===== config.mk =====
export PLATFORM = sky130hd
export DESIGN_NAME = teclado_pin_flat
export DESIGN_NICKNAME = d
export VERILOG_FILES = /design/src/rtl/teclado_pin_if.sv /design/src/rtl/teclado_pin.sv /design/src/flat_wrapper.sv
export SDC_FILE = /design/constraint.sdc
export NUM_CORES = 1
export LEC_CHECK = 0
export BUFFER_PORTS_ARGS = -buffer_cell sky130_fd_sc_hd__buf_2
export CAP_MARGIN = 20
export CORE_UTILIZATION = 38
export DETAILED_ROUTE_END_ITERATION = 6
export PLACE_DENSITY = 0.62
export REMOVE_ABC_BUFFERS = 1
export SLEW_MARGIN = 25
export SYNTH_ARGS = -nofsm -noshare
export SYNTH_HDL_FRONTEND = slang
export SYNTH_SLANG_ARGS = --single-unit

===== constraint.sdc =====
create_clock -name clk -period 3.7 [get_ports clk]
set_clock_uncertainty 0.1 [all_clocks]
set_input_delay 0.74 -clock clk [delete_from_list [all_inputs] [get_ports clk]]
set_output_delay 0.74 -clock clk [all_outputs]
set_load 0.03 [all_outputs]

===== src/rtl/teclado_pin_if.sv =====
// Keypad front-end signal bundle.
// Carries the pins between the keypad matrix and the consumer (PIN receiver):
//   habilitar    - event enable from the consumer
//   filas[3:0]   - row sense lines from the keypad, active-high
//   columnas[2:0]- one-hot column drive to the keypad
//   digito[3:0]  - last accepted digit
//   digito_stb   - one-cycle digit strobe
//   borrar       - one-cycle '*' pulse
//   enter        - one-cycle '#' pulse
//   tecla_activa - an accepted key is held
// slave: the keypad front-end; master: the environment around it.
interface teclado_pin_if;
    logic       habilitar;
    logic [3:0] filas;
    logic [2:0] columnas;
    logic [3:0] digito;
    logic       digito_stb;
    logic       borrar;
    logic       enter;
    logic       tecla_activa;

    modport slave (
        input  habilitar, filas,
        output columnas, digito, digito_stb, borrar, enter, tecla_activa
    );

    modport master (
        output habilitar, filas,
        input  columnas, digito, digito_stb, borrar, enter, tecla_activa
    );
endinterface


===== src/rtl/teclado_pin.sv =====
// 4x3 matrix keypad scanner with sweep-level debouncing.
// Drives one column at a time, samples the rows at the end of each column
// dwell and classifies every full sweep as no key / one key / several keys.
// A key is accepted after DEBOUNCE identical single-key sweeps and released
// after DEBOUNCE empty sweeps; exactly one event is emitted per press.
// Ports:
//   clk   - system clock, posedge
//   reset - asynchronous, active-low
//   kp    - teclado_pin_if.slave (habilitar, filas in; columnas, digito,
//           digito_stb, borrar, enter, tecla_activa out)
module teclado_pin #(
    parameter int SCAN_CICLOS = 4,
    parameter int DEBOUNCE    = 3
) (
    input  logic          clk,
    input  logic          reset,
    teclado_pin_if.slave  kp
);

    localparam int CW = (SCAN_CICLOS > 2) ? $clog2(SCAN_CICLOS) : 1;

    typedef enum logic [1:0] {REPOSO, VALIDANDO, PRESIONADA, LIBERANDO} estado_t;

    logic [CW-1:0] scan_q;
    logic [2:0]    col_q;
    logic [1:0]    hits_q;     // keys seen so far in this sweep, saturating at 2
    logic [3:0]    code_q;     // code of the first key seen this sweep
    estado_t       estado_q;
    logic [3:0]    cuenta_q;
    logic [3:0]    tecla_q;
    logic [3:0]    digito_q;
    logic          stb_q, borrar_q, enter_q, activa_q;

    logic          muestra, fin_barrido;
    logic [2:0]    n_bits, suma;
    logic [1:0]    fila_idx, col_idx, hits_d;
    logic [3:0]    code_d;
    logic          res_ninguna, res_unica, emite;
    logic [4:0]    cuenta_mas1;

    always_comb begin
        muestra     = (scan_q == CW'(SCAN_CICLOS - 1));
        fin_barrido = muestra & col_q[2];
        n_bits      = 3'(kp.filas[0]) + 3'(kp.filas[1]) + 3'(kp.filas[2]) + 3'(kp.filas[3]);
        fila_idx    = '0;
        for (int unsigned r = 0; r < 4; r++) begin
            if (kp.filas[r]) fila_idx = 2'(r);
        end
        col_idx     = col_q[2] ? 2'd2 : (col_q[1] ? 2'd1 : 2'd0);
        suma        = 3'(hits_q) + n_bits;
        hits_d      = (suma >= 3'd2) ? 2'd2 : suma[1:0];
        // Key code = row*3 + col; only meaningful when the sweep holds one key.
        code_d      = (hits_q == 2'd0) ? (4'(fila_idx) * 4'd3 + 4'(col_idx)) : code_q;
        res_ninguna = (suma == 3'd0);
        res_unica   = (suma == 3'd1);
        cuenta_mas1 = {1'b0, cuenta_q} + 5'd1;
        emite       = fin_barrido && res_unica &&
                      (((estado_q == REPOSO) && (DEBOUNCE == 1)) ||
                       ((estado_q == VALIDANDO) && (code_d == tecla_q) &&
                        (cuenta_mas1 == 5'(DEBOUNCE))));
    end

    always_ff @(posedge clk or negedge reset) begin
        if (!reset) begin
            scan_q <= '0;
            col_q  <= 3'b001;
            hits_q <= '0;
            code_q <= '0;
        end else if (muestra) begin
            scan_q <= '0;
            col_q  <= {col_q[1:0], col_q[2]};
            hits_q <= col_q[2] ? 2'd0 : hits_d;
            code_q <= code_d;
        end else begin
            scan_q <= scan_q + CW'(1);
        end
    end

    always_ff @(posedge clk or negedge reset) begin
        if (!reset) begin
            estado_q <= REPOSO;
            cuenta_q <= '0;
            tecla_q  <= '0;
            digito_q <= '0;
            stb_q    <= 1'b0;
            borrar_q <= 1'b0;
            enter_q  <= 1'b0;
            activa_q <= 1'b0;
        end else begin
            stb_q    <= 1'b0;
            borrar_q <= 1'b0;
            enter_q  <= 1'b0;
            if (fin_barrido) begin
                case (estado_q)
                    REPOSO: begin
                        if (res_unica) begin
                            tecla_q  <= code_d;
                            cuenta_q <= 4'd1;
                            if (emite) begin
                                estado_q <= PRESIONADA;
                                activa_q <= 1'b1;
                            end else begin
                                estado_q <= VALIDANDO;
                            end
                        end
                    end
                    VALIDANDO: begin
                        if (emite) begin
                            estado_q <= PRESIONADA;
                            activa_q <= 1'b1;
                        end else if (res_unica && (code_d == tecla_q)) begin
                            cuenta_q <= cuenta_mas1[3:0];
                        end else begin
                            estado_q <= REPOSO;
                        end
                    end
                    PRESIONADA: begin
                        if (res_ninguna) begin
                            cuenta_q <= 4'd1;
                            if (DEBOUNCE == 1) begin
                                estado_q <= REPOSO;
                                activa_q <= 1'b0;
                            end else begin
                                estado_q <= LIBERANDO;
                            end
                        end
                    end
                    LIBERANDO: begin
                        if (!res_ninguna) begin
                            estado_q <= PRESIONADA;
                        end else if (cuenta_mas1 == 5'(DEBOUNCE)) begin
                            estado_q <= REPOSO;
                            activa_q <= 1'b0;
                        end else begin
                            cuenta_q <= cuenta_mas1[3:0];
                        end
                    end
                    default: estado_q <= REPOSO;
                endcase
            end
            // The press is consumed even when habilitar is low; only the pulse is dropped.
            if (emite && kp.habilitar) begin
                if (code_d == 4'd9) begin
                    borrar_q <= 1'b1;
                end else if (code_d == 4'd11) begin
                    enter_q <= 1'b1;
                end else begin
                    stb_q    <= 1'b1;
                    digito_q <= (code_d == 4'd10) ? 4'd0 : code_d + 4'd1;
                end
            end
        end
    end

    assign kp.columnas     = col_q;
    assign kp.digito       = digito_q;
    assign kp.digito_stb   = stb_q;
    assign kp.borrar       = borrar_q;
    assign kp.enter        = enter_q;
    assign kp.tecla_activa = activa_q;

endmodule


===== src/flat_wrapper.sv =====
// flat-port wrapper written by rule: the top's interface ports become plain ports
module teclado_pin_flat 
#(
    parameter int SCAN_CICLOS = 4,
    parameter int DEBOUNCE    = 3
)
  (clk, reset, kp_habilitar, kp_filas, kp_columnas, kp_digito, kp_digito_stb, kp_borrar, kp_enter, kp_tecla_activa);
  teclado_pin_if kp_i ();
  input  logic clk;
  input  logic reset;
  input wire logic [$bits(kp_i.habilitar)-1:0] kp_habilitar;
  input wire logic [$bits(kp_i.filas)-1:0] kp_filas;
  output wire logic [$bits(kp_i.columnas)-1:0] kp_columnas;
  output wire logic [$bits(kp_i.digito)-1:0] kp_digito;
  output wire logic [$bits(kp_i.digito_stb)-1:0] kp_digito_stb;
  output wire logic [$bits(kp_i.borrar)-1:0] kp_borrar;
  output wire logic [$bits(kp_i.enter)-1:0] kp_enter;
  output wire logic [$bits(kp_i.tecla_activa)-1:0] kp_tecla_activa;
  assign kp_i.habilitar = kp_habilitar;
  assign kp_i.filas = kp_filas;
  assign kp_columnas = kp_i.columnas;
  assign kp_digito = kp_i.digito;
  assign kp_digito_stb = kp_i.digito_stb;
  assign kp_borrar = kp_i.borrar;
  assign kp_enter = kp_i.enter;
  assign kp_tecla_activa = kp_i.tecla_activa;
  teclado_pin #(.SCAN_CICLOS(SCAN_CICLOS), .DEBOUNCE(DEBOUNCE)) u_core (.clk(clk), .reset(reset), .kp(kp_i));
endmodule

Yosys cells after proc, flatten, opt, wreduce, memory -nomap -nowiden. Cells that the tools add are included.

Bits in registers: 29. Bits in latches: 0. RAM bits: 0. Bits in read-only memories: 0. Input port bits: 7. Output and inout bits: 11. Logic and storage cells: 97. Memories: 0.

$add $sub $neg: 8. Multiply operators: 1. Divide/modulo/power cells: 0. Order comparisons: 1. Equality and inequality tests: 19. Shift operators: 0. Muxes and demuxes: 38. Bitwise operators: 3. Reductions and logical operators: 15.

Operator list (number): $mux W4 (8); $mux W2 (13); $pmux W4 S4 (1); $mux W1 (14); $eq A4 B4 Y1 const B (3); $reduce_and A5 Y1 (2); $ne A2 B1 Y1 const B (4); $pmux W2 S4 (1); $reduce_and A7 Y1 (1); $add A3 B1 Y3 (2); $eq A2 B2 Y1 const B (3); $logic_and A1 B1 Y1 (6); $ne A2 B2 Y1 const B (3); $reduce_and A3 Y1 (2); $add A4 B1 Y5 const B (1); $eq A5 B2 Y1 const B (1); $add A4 B1 Y4 const B (1); $add A4 B2 Y4 (1); $eq A4 B4 Y1 (1); $logic_not A2 Y1 (2); $mul A2 B2 Y4 const B (1); $add A2 B3 Y3 (1); $eq A3 B1 Y1 const B (1); $ge A3 B2 Y1 const B (1); other kinds (10) (11).

Longest topological paths before layout.
Word-level depth: 13. Mapped depth: 13. Gate-level depth less buffers: 12.

Worst setup path before layout. No wires, ideal clock.

Path type: input to register. From: input kp_filas[0]. To: register u_core.digito_q[3] (netlist: u_core.kp.digito[3]). Library setup time: 0.125 ns. Arrival: 3.581 ns. Data required time: 3.475 ns. Setup slack: -0.106 ns. Cell stages on the path: 12. Buffers on the path: 0. Cell sequence: ha_1 inv_1 fa_1 inv_1 ha_1 fa_1 xor2_1 or2_2 a211oi_2 o2111ai_1 or3_4 mux2_4.

Word-level cells in the longest chain between the ends: 9.

Ends and longest elaborated chain: from (decl) (line flat_wrapper.sv:12) `input wire logic [$bits(kp_i.filas)-1:0] kp_filas;`; $add A1 B1 Y2 (line teclado_pin.sv:44) `n_bits = 3'(kp.filas[0]) + 3'(kp.filas[1]) + 3'(kp.filas[2]) + 3'(kp.filas[3]);`; $add A3 B1 Y3 (2 in series) (line teclado_pin.sv:44); $add A2 B3 Y3 (line teclado_pin.sv:50) `suma = 3'(hits_q) + n_bits;`; $eq A3 B1 Y1 (line teclado_pin.sv:55) `res_unica = (suma == 3'd1);`; $logic_and A1 B1 Y1 (2 in series) (line teclado_pin.sv:57) `emite = fin_barrido && res_unica &&`; $logic_and A1 B1 Y1 (line teclado_pin.sv:142) `if (emite && kp.habilitar) begin`; $reduce_and A3 Y1 (no source line); to (signal assigned) (line teclado_pin.sv:149) `digito_q <= (code_d == 4'd10) ? 4'd0 : code_d + 4'd1;`; to (decl) (line teclado_pin.sv:31) `logic [3:0] digito_q;`.

No other way between the ends. A chain may end at the register's enable or synchronous reset.

Final worst setup path.
From: input kp_filas[1]. To: register u_core.digito_q[3] (netlist: u_core.kp.digito[3]).

Word-level cells in the longest chain between the ends: 12. Elaborated cells between the ends (all ways): 25. Those cells by class: add/sub: 6; mul: 1; eq/ne: 5; mux: 5; bitwise: 2; reduce/logical: 6.

Ends and longest elaborated chain: $mux W1 (line teclado_pin.sv:47) `if (kp.filas[r]) fila_idx = 2'(r);`; $mux W2 (2 in series) (line teclado_pin.sv:47); $mul A2 B2 Y4 (line teclado_pin.sv:53) `code_d = (hits_q == 2'd0) ? (4'(fila_idx) * 4'd3 + 4'(col_idx)) : code_q;`; $add A4 B2 Y4 (line teclado_pin.sv:53); $mux W4 (line teclado_pin.sv:53); $eq A4 B4 Y1 (line teclado_pin.sv:59) `((estado_q == VALIDANDO) && (code_d == tecla_q) &&`; $logic_and A1 B1 Y1 (2 in series) (line teclado_pin.sv:59); $logic_and A1 B1 Y1 (line teclado_pin.sv:57); $logic_and A1 B1 Y1 (line teclado_pin.sv:142); $reduce_and A3 Y1 (no source line).

Parallel ways exist; a longest one is shown, timed or not.

==> results.toml <==
[synthesis]
synth_top_area_share_pct = 39.0
synth_ff_type = "dfrtp_1"
synthArstFlopShare_pct = 100
synthTopCellsByArea = "dfrtp_1 (39%), ha_1 (6.3%), mux2_2 (3.8%)"
synth.distinct_cells = 54
yosysTopAreaCell = "dfrtp_1"
synthSimpleGateAreaFrac_pct = 17.6
avgSynthCellArea_um2 = 9.76
synthMuxAreaShare_pct = 6.82
syn_inst = 184
synth_compound_area_share_pct = 18.0
synth_xor_xnor_area_share_pct = 2.44
yosys_register_bits = 29
synthAdderAreaFrac_pct = 9.61
synth_edf_count = 0
synth-seq-area-share_pct = 40.5
netlist_area_um2 = 1800
yosysWarningCount = 0
synth_top_family_by_area = "compound AO/OA/AOI/OAI gates"

[cts]
cts_buffer_depth = 2
insertion_delay_ns = 0.28
root_buffer = "clkbuf_8"
cts_tree = "yes"
hold_buffers = 0
clkTransAtPathRegs_ns = 0.07
cts_buffers = 5
cts_sinks = 29
htree_levels = 2

[global_routing]
first_global_vias = 1405
grt_overflow = 0
grtUsageTotal_pct = 16.4
grt_pass1_wl_um = 6380
grt_antenna_before_repair = 0
grt_max_degree = 30

[die]
start_util_pct = 40.4
dieArea_um2 = 5010
core-area_um2 = 4440
fp-row-count = 24
fp.dieH_um = 70.8
die_w_um = 70.8
ios = 18

[sta]
period_minus_slack_ns = 3.64
setup_violations = 0
slew_headroom_pct = 57.7
holdWs_ns = 0.324
slew_violations = 0
tightest_slew_ns = 0.635
post-route-period-util_pct = 98.5
tns_ns = 0
rsz0062_at_grt = "yes"
hold_viol = 0
max_freq_mhz = 274
worst_slack_ns = 0.0550

[critical_path]
crit_family = "adder cells"
crit_chain = "buf_8 > ha_4 > inv_2 > fa_1 > inv_2 > ha_4 > fa_2 > xor2_2 > or2_4 > a211oi_2 > o2111ai_2 > or3_4 > mux2_4"
worstPathRequired_ns = 3.77
critPathLaunchType = "primary input"
rrSetupSlack_ns = 0.35
r2r-start = "u_core.hits_q[0]"
slowest_delay_ns = 0.48
path_buf_inv = 3
reg2reg_depth = 11
cp-end-kind = "flop"
crit_type = "primary input to flop"
cp_max_fo = 4
slowest_stage = "fa_1"
r2r-end = "u_core.kp.digito[3]"
cp.depth = 13
critPathArrivalTime_ns = 3.71

[finish]
design_area_um2 = 2230
instances_no_fill = 275
layout_commonest_cell = "dfrtp_1"
layout-drive-gt1-share_pct = 33.2
num-fill-cells = 420
final_cell_mix = "dfrtp_1 (28), buf_4 (18), buf_2 (15), nor2_1 (14)"
insertedDiodeCount = 0
syn2layout_area_growth_pct = 24.1
fin_nets = 241

[drt]
ant_nets = 0
wl_um = 3760
viasPerCell = 5.23
drc = 2
drt_iter0_drc = 108
dr.pass1.iters = 6
via_count = 1439
wl_per_cell_um = 13.7

[placed_design]
hpwl_um = 2760
portBuffers = 17
dp_slack_ns = -0.398
gp_congestion = 0.845
dp_cells = 265
dpl-instance-area_um2 = 2040

[power_and_ir_drop]
pwr_density_cell_nw_per_um2 = 550
leakagePower_nw = 1.05
max-vdd-ir-drop_mv = 0.263

[min_path]
holdCritStartpoint = "u_core.scan_q[0]"
hold_class = "flop to flop"
whs_path_depth = 1
hold_end = "u_core.scan_q[0]"

[status]
outcome = "complete, but fails checks"
violations = "DRC"

[job]
maxCapViolations = 0
==> final cells by class <==
class	instances	area, um^2	share of cell area, %
Clock buffer	5	68.8	3.09
Clock inverter	3	17.5	0.786
Tap cell	52	65.1	2.92
Timing Repair Buffer	36	248	11.1
Inverter	15	56.3	2.53
Sequential cell	29	727	32.6
Multi-Input combinational cell	135	1050	47.0
==> per-stage QoR <==
| step | total power (W) | util (%) |
|---|---|---|
| after global placement | 0.000912 | 45.9 |
| after floorplan | 0.000759 | - |
| after global routing | 0.00131 | 50.2 |
| after detailed placement | 0.000922 | 45.9 |
| after CTS | 0.00119 | 48.2 |
| final | 0.00123 | 50.2 |
==> cell usage after synthesis (3+ instances only) <==
library cell,number
o21ai_0,12
xor2_1,4
nand3_1,4
a21oi_1,11
inv_1,15
nor2b_1,4
dfrtp_1,28
fa_1,3
nand2b_1,4
clkbuf_1,3
nor2_1,14
nand2_1,13
ha_1,9
or2_2,5
mux2i_1,4
o22ai_1,3
mux2_2,6
==> cell families (layout without fill, tap and decap cells) <==
group | count (synthesis) | count (layout)
simple gates | 60 | 60
compound gates | 47 | 47
flops | 29 | 29
buf+inv | 20 | 59
fa+ha+maj | 12 | 12
mux | 11 | 11
xor+xnor | 5 | 5
==> registers in the layout, summed over array words and instances (netlist names) <==
name and count:
u_core.code_q 4, u_core.cuenta_q 4, u_core.estado_q 2, u_core.hits_q 2, u_core.kp.borrar 1, u_core.kp.columnas 3
u_core.kp.digito 4, u_core.kp.digito_stb 1, u_core.kp.enter 1, u_core.kp.tecla_activa 1, u_core.scan_q 2, u_core.tecla_q 4
==> layer usage <==
layer	vias up	GRT usage (%)	part of all wire, %
li1	724	-	-
met1	682	21.3	47
met2	26	26.8	47
met3	7	4.42	4.2
met4	0	4.67	0.96
met5	-	0	0
==> worst max path at each step <==
stage | endpoint | slack (ns) | startpoint
floorplan | u_core.kp.digito[3] | -0.37 | kp_filas[0]
global route | u_core.kp.digito[3] | -0.04 | kp_filas[1]
finish | u_core.kp.digito[3] | 0.06 | kp_filas[1]
detailed placement | u_core.cuenta_q[2] | -0.40 | kp_filas[1]
CTS | u_core.cuenta_q[2] | 0.02 | kp_filas[1]
global placement | u_core.kp.digito[3] | -0.31 | kp_filas[1]
==> report_power, final <==
group | internal (W) | switching (W) | total [W]
logic | 0.000260 | 0.000292 | 0.000551
clock network | 0.000129 | 0.000123 | 0.000253
registers | 0.000365 | 0.0000565 | 0.000421
==> repair_timing <==
item | CTS | global route
pin swaps | 2 | 11
gates resized for setup | 2 | 16
buffers inserted | 1 | 1
setup endpoints to repair | 4 | 10
gates cloned | 0 | 0
Power figures use the tool's default switching activity.
